$ cat config.mk
export PLATFORM = sky130hd
export DESIGN_NAME = cmp_pattern_driver
export DESIGN_NICKNAME = d
export VERILOG_FILES = /design/src/rtl/cmp_pattern_driver.sv
export SDC_FILE = /design/constraint.sdc
export NUM_CORES = 1
export LEC_CHECK = 0
export BUFFER_PORTS_ARGS = -buffer_cell sky130_fd_sc_hd__buf_2
export CORE_UTILIZATION = 48
export CTS_CLUSTER_SIZE = 25
export DETAILED_ROUTE_END_ITERATION = 6
export MAX_ROUTING_LAYER = met4
export PLACE_DENSITY = 0.75
export RECOVER_POWER = 50
export SLEW_MARGIN = 15
export SYNTH_ARGS = -nofsm -noshare
export SYNTH_HDL_FRONTEND = slang
export SYNTH_SLANG_ARGS = --single-unit
$ cat constraint.sdc
create_clock -name clk -period 1.5 [get_ports clk]
set_input_delay 0.3 -clock clk [delete_from_list [all_inputs] [get_ports clk]]
set_output_delay 0.3 -clock clk [all_outputs]
set_load 0.05 [all_outputs]
$ cat src/rtl/cmp_pattern_driver.sv
// cmp_pattern_driver
//   Self-test initiator for a combinational equality comparator (x, y -> z).
//   Sweeps every operand pair of a WIDTH-bit comparator. For each pair it
//   drives x_out/y_out, waits SETTLE cycles, then samples z_in against the
//   expected (x == y). It reports pass/fail, a saturating mismatch count and
//   the first failing vector.
//
//   Optional feature macro: CMP_DRIVER_MAGNITUDE_EN
//     When defined, the inputs z_gt_in/z_lt_in are added and also checked
//     against the unsigned x > y and x < y. Any difference on z, z_gt or
//     z_lt counts as one mismatch for that vector.
//
//   Per-vector cost is SETTLE+2 cycles (DRIVE, SETTLE x WAIT, SAMPLE).
//   SETTLE must be in 1..15.
module cmp_pattern_driver #(
  parameter int WIDTH  = 1,
  parameter int SETTLE = 2,
  parameter int ERRW   = 8
) (
  input  logic             clk,
  input  logic             rst_n,
  input  logic             start,
  output logic [WIDTH-1:0] x_out,
  output logic [WIDTH-1:0] y_out,
  input  logic             z_in,
`ifdef CMP_DRIVER_MAGNITUDE_EN
  input  logic             z_gt_in,
  input  logic             z_lt_in,
`endif
  output logic             busy,
  output logic             done,
  output logic             pass,
  output logic [ERRW-1:0]  err_count,
  output logic [WIDTH-1:0] first_err_x,
  output logic [WIDTH-1:0] first_err_y
);

  localparam int            CW        = 2 * WIDTH;
  localparam logic [CW-1:0] VEC_LAST  = '1;
  localparam logic [3:0]    WAIT_LAST = 4'(SETTLE - 1);

  typedef enum logic [2:0] {
    S_IDLE,
    S_DRIVE,
    S_WAIT,
    S_SAMPLE,
    S_DONE
  } state_t;

  state_t           state_q;
  logic [CW-1:0]    vec_q;
  logic [3:0]       wait_q;
  logic [WIDTH-1:0] x_q;
  logic [WIDTH-1:0] y_q;
  logic             busy_q;
  logic             done_q;
  logic             pass_q;
  logic [ERRW-1:0]  err_q;
  logic [WIDTH-1:0] fx_q;
  logic [WIDTH-1:0] fy_q;

  logic             mismatch_d;
  logic             first_d;
  logic [ERRW-1:0]  err_d;

  // Saturating increment: the count sticks at all-ones and never wraps to 0.
  function automatic logic [ERRW-1:0] sat_inc(input logic [ERRW-1:0] v);
    return (v == '1) ? v : v + ERRW'(1);
  endfunction

  // Mismatch detection against the held operands and the resulting next count.
  always_comb begin
    mismatch_d = (z_in != (x_q == y_q));
`ifdef CMP_DRIVER_MAGNITUDE_EN
    mismatch_d = mismatch_d
               | (z_gt_in != (x_q > y_q))
               | (z_lt_in != (x_q < y_q));
`endif
    err_d   = mismatch_d ? sat_inc(err_q) : err_q;
    // err_q can only be zero before the first mismatch because it saturates.
    first_d = mismatch_d && (err_q == '0);
  end

  // Sweep FSM with all outputs registered.
  always_ff @(posedge clk) begin
    if (!rst_n) begin
      state_q <= S_IDLE;
      vec_q   <= '0;
      wait_q  <= '0;
      x_q     <= '0;
      y_q     <= '0;
      busy_q  <= 1'b0;
      done_q  <= 1'b0;
      pass_q  <= 1'b0;
      err_q   <= '0;
      fx_q    <= '0;
      fy_q    <= '0;
    end else begin
      done_q <= 1'b0;
      case (state_q)
        S_IDLE: begin
          if (start) begin
            state_q <= S_DRIVE;
            vec_q   <= '0;
            err_q   <= '0;
            fx_q    <= '0;
            fy_q    <= '0;
            pass_q  <= 1'b0;
            busy_q  <= 1'b1;
          end
        end
        S_DRIVE: begin
          x_q     <= vec_q[CW-1:WIDTH];
          y_q     <= vec_q[WIDTH-1:0];
          wait_q  <= '0;
          state_q <= S_WAIT;
        end
        S_WAIT: begin
          if (wait_q == WAIT_LAST) begin
            state_q <= S_SAMPLE;
          end else begin
            wait_q <= wait_q + 4'd1;
          end
        end
        S_SAMPLE: begin
          err_q <= err_d;
          if (first_d) begin
            fx_q <= x_q;
            fy_q <= y_q;
          end
          if (vec_q == VEC_LAST) begin
            state_q <= S_DONE;
            done_q  <= 1'b1;
            pass_q  <= (err_d == '0);
          end else begin
            vec_q   <= vec_q + CW'(1);
            state_q <= S_DRIVE;
          end
        end
        S_DONE: begin
          busy_q  <= 1'b0;
          state_q <= S_IDLE;
        end
        default: begin
          state_q <= S_IDLE;
        end
      endcase
    end
  end

  assign x_out       = x_q;
  assign y_out       = y_q;
  assign busy        = busy_q;
  assign done        = done_q;
  assign pass        = pass_q;
  assign err_count   = err_q;
  assign first_err_x = fx_q;
  assign first_err_y = fy_q;

endmodule

Yosys cells after proc, flatten, opt, wreduce, memory -nomap -nowiden

Index checks and enable logic that the tools add are counted.

Bitwise gates (word level): 0
Order comparisons: 0
Equality and inequality tests: 15
Shift operators: 0
Divide/modulo/power cells: 0
Reductions and logical operators: 15
Add/subtract/negate cells: 3
Multiply operators: 0
Muxes and demuxes: 23

Operator list:

| kind                                                            | number |
|---|---|
| 8-bit 2-to-1 mux                                                | 3 |
| 8-bit zero test                                                 | 2 |
| 8-bit one-hot mux with 2 select lines                           | 1 |
| 2-bit inequality test, second input constant                    | 6 |
| 3-bit one-hot mux with 4 select lines                           | 1 |
| 2-bit AND reduction                                             | 5 |
| 3-bit 2-to-1 mux                                                | 3 |
| 3-bit AND reduction                                             | 3 |
| 8-bit by 1-bit adder with 8-bit output, second input constant   | 1 |
| 8-bit == test, second input constant                            | 1 |
| 1-bit one-hot mux with 2 select lines                           | 4 |
| 4-bit one-hot mux with 2 select lines                           | 1 |
| 3-bit by 2-bit == test with 1-bit output, second input constant | 2 |
| 1-bit 2-to-1 mux                                                | 6 |
| 2-bit nonzero test                                              | 3 |
| 4-bit by 1-bit adder with 4-bit output, second input constant   | 1 |
| 4-bit by 1-bit == test with 1-bit output, second input constant | 1 |
| 2-bit 2-to-1 mux                                                | 2 |
| 4-bit 2-to-1 mux                                                | 1 |
| 2-bit one-hot mux with 2 select lines                           | 1 |
| 3-bit by 1-bit == test with 1-bit output, second input constant | 1 |
| 3-bit == test, second input constant                            | 1 |
| 3-bit zero test                                                 | 1 |
| 2-bit by 1-bit adder with 2-bit output, second input constant   | 1 |
| 4 further kinds                                                 | 4 |

Bits of input ports: 4
Bits in writable memories: 0
Output and inout port bits: 15
Register bits: 24
Memory bits (read-only): 0
Memories kept: 0
Word-level logic and storage cells: 67
Latch bits: 0

Longest topological paths before layout

Gate-level depths: netlist of the first run.

Word-level depth: 6
Depth in mapped cells: 7
Gate-level depth less buffers: 7

Worst setup path before layout of the first run

Ideal clock, no wire load.

Path type: register to register
From: register err_q[0] (netlist: err_count[0])
To: register err_q[5] (netlist: err_count[5])
Required time: 1.385 ns
Arrival time: 1.848 ns
Stages on the path, launching flop included: 8
Setup slack: -0.463 ns
Period minus slack after synthesis: 1.963 ns
Path buffers: 0
Setup time: 0.115 ns
Path through: dfxtp_1 ha_1 nand3_1 o21a_2 nand2_1 xnor2_1 o22ai_1 and2_1

Longest elaborated chain between the ends: 4
Elaborated cells between the ends (all ways): 5
Those cells by class: add/sub: 1; eq/ne: 1; mux: 3

RTL lines:

| what                                                                           | line | RTL |
|---|---|---|
| start: declaration                                                             | 58   | `logic [ERRW-1:0] err_q;` |
| start signal: assignment                                                       | 126  | `err_q <= err_d;` |
| 8-bit by 1-bit adder with 8-bit output / 8-bit == test (equally long branches) | 68   | `return (v == '1) ? v : v + ERRW'(1);` |
| 8-bit 2-to-1 mux (*)                                                           | 68   |  |
| 8-bit 2-to-1 mux (*)                                                           | 79   | `err_d = mismatch_d ? sat_inc(err_q) : err_q;` |
| 8-bit one-hot mux with 2 select lines (*)                                      | 100  | `case (state_q)` |

Every way passes the cells marked *; elsewhere a longest branch is shown, timed or not.
A chain may end at the register's enable or synchronous reset.

Worst setup path after layout of the first run

From: register err_q[1] (netlist: err_count[1])
To: register fy_q (netlist: first_err_y)

Longest elaborated chain between the ends: 4

RTL lines:

| what                                   | line | RTL |
|---|---|---|
| 8-bit zero test                        | 81   | `first_d = mismatch_d && (err_q == '0);` |
| 1-bit logical AND                      | 81   |  |
| 2-bit inequality test (no source line) | -    |  |
| 3-bit AND reduction (no source line)   | -    |  |
| end signal: assignment                 | 129  | `fy_q <= y_q;` |
| end: declaration                       | 60   | `logic [WIDTH-1:0] fy_q;` |

No other way between the ends.

==> results.tsv, run 1 <==
stage	metric	value	unit
status	outcome	complete, but fails checks	
status	violations	setup timing	
yosys	ys_ff_latch	24	
timing	final.setup.worst_slack	-199	ps
global_routing	gr-usage-all-layers	24.8	%
yosys	netlist_area	0.00128	sq mm
timing	finalHoldViolations	0	
yosys	synth_async_sr_flop_share	0	%
placement	hpwlAfterDp	2370	microns
timing	finClkSkew	4.83	ps
yosys	yosys.area_share.adder	4.87	%
routing	antenna_left	0	
floorplan	core.rowCount	18	
cts	root_buffer	clkbuf_4	
routing	wl_per_cell	13.8	microns
hold_path	hp-class	input port to register	
timing	setup_viol	8	
pwr	p_sw	0.341	mW
setup_path	crit_type	register to register	
timing	min_period_over_period	113	%
pwr	combPwrFrac	19.1	%
global_routing	grt_pass1_vias	1135	
yosys	synth-warning-count	0	
setup_path	reg2reg_to	first_err_y	
routing	routed_wirelength	3240	microns
cts	insertion_delay	310	ps
global_routing	grt_max_degree	15	
yosys	syn_nets	162	
final_layout	seqCellArea	510	sq um
cts	cts.clk_slew.worst_paths	140	ps
timing	rsz0062_at_grt	yes	
global_routing	grt_use_met3	2.54	%
timing	worst_hold_slack	300	ps
yosys	synth_compound_area_share	13.6	%
pwr	sw_frac_of_total	26.0	%
yosys	netlist_instances	153	
floorplan	core	0.00250	sq mm
yosys	synth-edff-count	0	
setup_path	endpoint_kind	register	
floorplan	die_w	53.7	microns
timing	fmax	0.588	GHz
routing	drcViolationCount	0	
setup_path	cp.required	1760	ps
timing	worst_pin_slew	514	ps
yosys	synth_xor_area_share	4.58	%
hold_path	hold_start	rst_n	
global_routing	antenna_found_initial	0	
pwr	peakVddDrop	0.000479	V
global_routing	grt-ovfl-total	0	
floorplan	io_pins	19	
final_layout	antenna_cells	0	
yosys	synth-simple-area-share	28.0	%
setup_path	critPathMaxFanout	4	
floorplan	start_util	51.4	%
final_layout	nets	215	
setup_path	reg2reg_from	err_count[1]	
final_layout	area_growth	40.1	%
yosys	yosys.cell_types.count	40	
yosys	synth_top_family_by_area	simple AND/OR/NAND/NOR gates	
yosys	synth_flop_cell	dfxtp_1	
global_routing	grt_pass1_wl	5050	microns
hold_path	min_path_cells	3	
setup_path	crit_arrival	1960	ps
hold_path	hold_end	err_count[6]	
yosys	syn_avg_cell_area	8.39	sq um
cts	numCtsBuffers	3	
floorplan	dieArea	0.00289	sq mm
pwr	seq_power_share	50.2	%
timing	slew_headroom	65.7	%
final_layout	drive_above_1_share	43.4	%
timing	report.final.slew_viol_count	0	
global_routing	grt-busiest-layer	met2	
final_layout	nFillCells	208	
global_routing	grt_use_met2	39.1	%
setup_path	r2r_cells	6	
pwr	clockPowerShare	30.7	%
routing	first_pass_iters	4	
placement	port-buffer-count	18	
global_routing	use_met1	32.8	%
cts	cts.sink_count	24	
cts	hold_buffers	0	
routing	via_count	1260	
setup_path	cp-start-kind	register	
cts	clock_path_buffers	2	
job	drv.max_cap_violation_count	0	
floorplan	die_h	53.7	microns
setup_path	r2r_slack	-200	ps
yosys	yosysSeqAreaShare	37.4	%
timing	post-route-min-period	1700	ps
pwr	p_int	0.971	mW
pwr	power.density	730	mW/mm^2
timing	tns	-789	ps
final_layout	multi_input_comb_area	830	sq um
yosys	muxShareOfSynthArea	7.80	%
cts	htreeDepth	1	
routing	drt-initial-drc-count	22	
pwr	leakagePower	0.771	nW
routing	vias_per_cell	5.36	
cts	cts_tree	built	
placement	gp_congestion	0.858	
kinds of logic (layout without fill, tap and decap cells):
kind of cell    Yosys count  count (layout)
simple gates             72              72
xor+xnor                  5               5
compound gates           27              27
flops                    24              24
buf+inv                  10              62
fa+ha+maj                 5               5
mux                      10              10
per-stage QoR:
stage | area, sq um | util (%) | std cells | worst slack, ps | power [mW]
after floorplan | 1310 | - | 153 | -131 | 0.810
after global placement | 1600 | 64.0 | 222 | -189 | 0.873
after detailed placement | 1600 | 64.0 | 222 | -210 | 0.881
after CTS | 1720 | 68.9 | 231 | -220 | 1.30
after global routing | 1800 | 71.9 | 235 | -250 | 1.38
final | 1800 | 71.9 | 235 | -199 | 1.31
metal layers:
metal | vias up | part of all wire, %
met1 | 599 | 51
met2 | 20 | 47
met4 | 0 | 0.46
met5 | - | 0
li1 | 639 | -
met3 | 2 | 1.6
critical path: stages, from the launching register on:
cell and delay, ps:
dfxtp_4 390, inv_4 60, ha_4 120, or4b_4 440
o31a_1 310, nand3b_1 200, a21oi_2 120
worst max-delay path by stage:
stage                 start            to  depth (start not counted)
2_1_floorplan  err_count[0]   first_err_x                          6
3_3_place_gp           z_in  err_count[5]                          7
3_5_place_dp           z_in  err_count[4]                          6
4_1_cts        err_count[1]   first_err_y                          6
5_1_grt        err_count[1]   first_err_y                          6
6_report       err_count[1]   first_err_y                          6
layout make-up:
| class | instances | area share, % |
|---|---|---|
| multi-input cells | 119 | 46.1 |
| flip-flops and latches | 24 | 28.4 |
| repair buffers | 53 | 19.4 |
| clock buffers | 4 | 2.64 |
| well taps | 30 | 2.09 |
| inverters | 5 | 1.32 |
synth_stat cells, types with 2 or more instances:
master    instances  share of area [%]
ha_1              5                4.9
nand2_1          18                5.3
o21ai_1           3                1.2
nand4_1           4                1.9
a21oi_1           8                3.1
nand3_1           5                1.9
mux2i_1          10                7.8
a211oi_1          2                1.2
dfxtp_1          24                 37
nand3b_1          3                1.8
a22oi_1           2                1.2
buf_2             2               0.78
buf_4             2                1.2
inv_1             5                1.5
o21ai_0           3                1.2
xnor2_1           2                1.4
a311oi_1          2                1.4
and3_1            3                1.5
nor2_1           23                6.7
xor2_1            2                1.4
nor3_1            3                1.2
nand2b_1          4                1.9
repair_timing:
item	4_1_cts	5_1_grt
gates resized for setup	12	18
pin swaps	5	11
cloned	0	0
buffers inserted	5	5
endpoints found under the setup margin	14	14
power groups by stage:
stage | registers (mW) | clock network, mW | logic (mW)
floorplan | 0.679 | 0 | 0.131
global placement | 0.675 | 0 | 0.198
detailed placement | 0.677 | 0 | 0.203
CTS | 0.660 | 0.414 | 0.230
global route | 0.662 | 0.439 | 0.275
finish | 0.659 | 0.403 | 0.251
registers in the layout, indices dropped and copies added (netlist names):
signal and count:
pass 1, state_q 3, busy 1, vec_q 2, first_err_x 1, y_out 1, wait_q 4, done 1
x_out 1, first_err_y 1, err_count 8
cells in the final DEF, fill, tap and decap left out, types with 2 or more instances in the layout:
master	Yosys	routed
nor3_1	3	3
o21ai_1	3	2
a211oi_1	2	2
a22oi_1	2	2
xnor2_1	2	2
ha_1	5	4
inv_1	5	3
mux2i_1	10	10
buf_4	2	32
nand3_2	0	3
a21oi_1	8	7
nor2_2	0	3
nand2_1	18	15
clkbuf_2	0	7
xor2_1	2	2
dfxtp_4	0	6
buf_2	2	11
nand2_2	0	3
clkbuf_1	1	2
dfxtp_2	0	6
nand3_1	5	2
nand2b_1	4	4
a311oi_1	2	2
and3_1	3	3
dfxtp_1	24	12
o21ai_0	3	3
clkbuf_4	0	3
a21oi_2	1	2
nand4_1	4	4
nor2_1	23	19
nand3b_1	3	3
inv_4	0	2
No activity file was read; power rests on OpenSTA's default activity.
==> run 2, diff against run 1 <==
PLACE_DENSITY = 0.72   (was 0.75)
==> results.tsv, run 2 (synthesized netlist as in run 1, its figures left out) <==
stage	metric	value	unit	change
status	outcome	complete, but fails checks		
status	violations	setup timing		
cts	hold_buffers	0		unchanged
placement	port-buffer-count	18		unchanged
timing	post-route-min-period	1710	ps	+7.47 ps
timing	setup_viol	11		+3
pwr	combPwrFrac	17.9	%	-1.2 points
final_layout	final_cell_mix	buf_4 (27), nor2_1 (19), nand2_1 (16), dfxtp_1 (13), mux2i_1 (10)		
pwr	p_int	0.960	mW	-1.1%
pwr	leakagePower	0.751	nW	-2.6%
routing	routed_wirelength	3590	microns	+11%
cts	clock_path_buffers	2		unchanged
pwr	p_sw	0.357	mW	+4.6%
timing	tns	-1160	ps	-366 ps
timing	fmax	0.586	GHz	-0.44%
placement	dp_cells	221		-0.45%
placement	dp_slack	-194	ps	+15.5 ps
global_routing	gr-usage-all-layers	25.8	%	+1.0 points
global_routing	grt-ovfl-total	0		unchanged
setup_path	r2r_cells	6		unchanged
floorplan	core	0.00250	sq mm	unchanged
timing	min_period_over_period	114	%	+0.50 points
final_layout	nets	208		-3.3%
setup_path	reg2reg_from	y_out		
floorplan	dieArea	0.00289	sq mm	unchanged
routing	drcViolationCount	0		unchanged
routing	drt-initial-drc-count	60		+170%
routing	antenna_left	0		unchanged
setup_path	reg2reg_to	err_count[4]		
pwr	clockPowerShare	31.8	%	+1.1 points
floorplan	io_pins	19		unchanged
hold_path	hp-class	input port to register		
pwr	peakVddDrop	0.000688	V	+44%
job	drv.max_cap_violation_count	0		unchanged
timing	report.final.slew_viol_count	0		unchanged
floorplan	die_h	53.7	microns	unchanged
final_layout	post-route-util	71.7	%	-0.25 points
timing	worst_hold_slack	287	ps	-12.8 ps
floorplan	die_w	53.7	microns	unchanged
cts	insertion_delay	330	ps	+20 ps
setup_path	critPathMaxFanout	5		+1
final_layout	multi_input_comb_area	862	sq um	+3.9%
hold_path	hold_end	err_count[6]		
setup_path	cp-start-kind	register		
cts	cts.sink_count	24		unchanged
floorplan	core.rowCount	18		unchanged
final_layout	nFillCells	179		-14%
cts	cts_tree	built		
timing	worst_pin_slew	540	ps	+25.9 ps
timing	finClkSkew	2.00	ps	-2.83 ps
final_layout	area_growth	39.6	%	
pwr	seq_power_share	50.3	%	about the same
global_routing	grt_pass1_vias	1172		+3.3%
final_layout	antenna_cells	0		unchanged
routing	first_pass_iters	4		unchanged
pwr	sw_frac_of_total	27.1	%	+1.1 points
global_routing	antenna_found_initial	0		unchanged
floorplan	start_util	51.4	%	unchanged
placement	gp_congestion	1.03		+20%
setup_path	cp.required	1710	ps	-50 ps
timing	slew_headroom	64.0	%	-1.7 points
final_layout	seqCellArea	504	sq um	-1.2%
routing	vias_per_cell	5.74		+7.1%
setup_path	endpoint_kind	register		
final_layout	final_cells	228		-3.0%
timing	rsz0062_at_grt	yes		
final_layout	largest_reg_flops	8		unchanged
routing	wl_per_cell	15.7	microns	+14%
placement	hpwlAfterDp	2300	microns	-2.8%
pwr	power.density	735	mW/mm^2	+0.74%
routing	via_count	1309		+3.9%
cts	root_buffer	clkbuf_4		
final_layout	final_common_cell	buf_4		
hold_path	hold_start	rst_n		
cts	cts.clk_slew.worst_paths	140	ps	about the same
timing	finalHoldViolations	0		unchanged
setup_path	r2r_slack	-210	ps	about the same
cts	numCtsBuffers	3		unchanged
timing	final.setup.worst_slack	-207	ps	-7.47 ps
global_routing	grt_max_degree	15		unchanged
setup_path	crit_type	register to register		
global_routing	grt_pass1_wl	5220	microns	+3.3%
setup_path	crit_arrival	1910	ps	-50 ps
hold_path	min_path_cells	3		unchanged
cts	htreeDepth	1		unchanged
final_layout	drive_above_1_share	43.4	%	about the same
-- run 2: per-stage QoR --
stage	area (sq um)	power, mW
3_5_place_dp	1590	0.880
3_3_place_gp	1590	0.875
4_1_cts	1740	1.30
2_1_floorplan	1310	0.810
6_report	1790	1.32
5_1_grt	1790	1.37
-- run 2: per-layer routing --
layer  vias to the layer above  share of wire [%]  track usage (%)
met5                         -                  0                -
li1                        630                  -                -
met2                        65                 49             39.1
met1                       607                 43             34.2
met4                         0                1.5             9.65
met3                         7                6.5             4.24
-- run 2: timing repair --
action | in CTS | in global routing
setup endpoints to repair | 8 | 14
pin swaps | 8 | 10
cloned | 0 | 0
resized for setup | 21 | 16
setup buffers | 2 | 1
-- run 2: worst max-delay path, stage by stage (launching register included) --
cell and delay (ps):
dfxtp_4 390, xnor3_2 390, buf_6 130, o21ai_4 60, nor2_4 160, a21oi_1 120
a311oi_1 340
-- run 2: power by group through the flow --
stage          sequential [mW]  clock, mW  combinational, mW
2_1_floorplan            0.679          0              0.131
3_3_place_gp             0.675          0              0.200
3_5_place_dp             0.676          0              0.205
4_1_cts                  0.663      0.421              0.215
5_1_grt                  0.666      0.446              0.253
6_report                 0.663      0.418              0.236
-- run 2: final cells by class --
class                      count  area share, %
timing repair buffer          46           17.7
multi-input combinational    119           48.1
clock buffer                   4           2.65
inverter                       5           1.33
tap                           30           2.09
sequential                    24           28.1
-- run 2: worst max path at each step --
stage,slack [ps],to,start
after floorplan,-130,first_err_x,err_count[0]
after global placement,-170,first_err_x,err_count[0]
after detailed placement,-190,first_err_y,err_count[0]
after CTS,-200,first_err_y,err_count[1]
after global routing,-270,pass,err_count[1]
final,-210,err_count[4],y_out
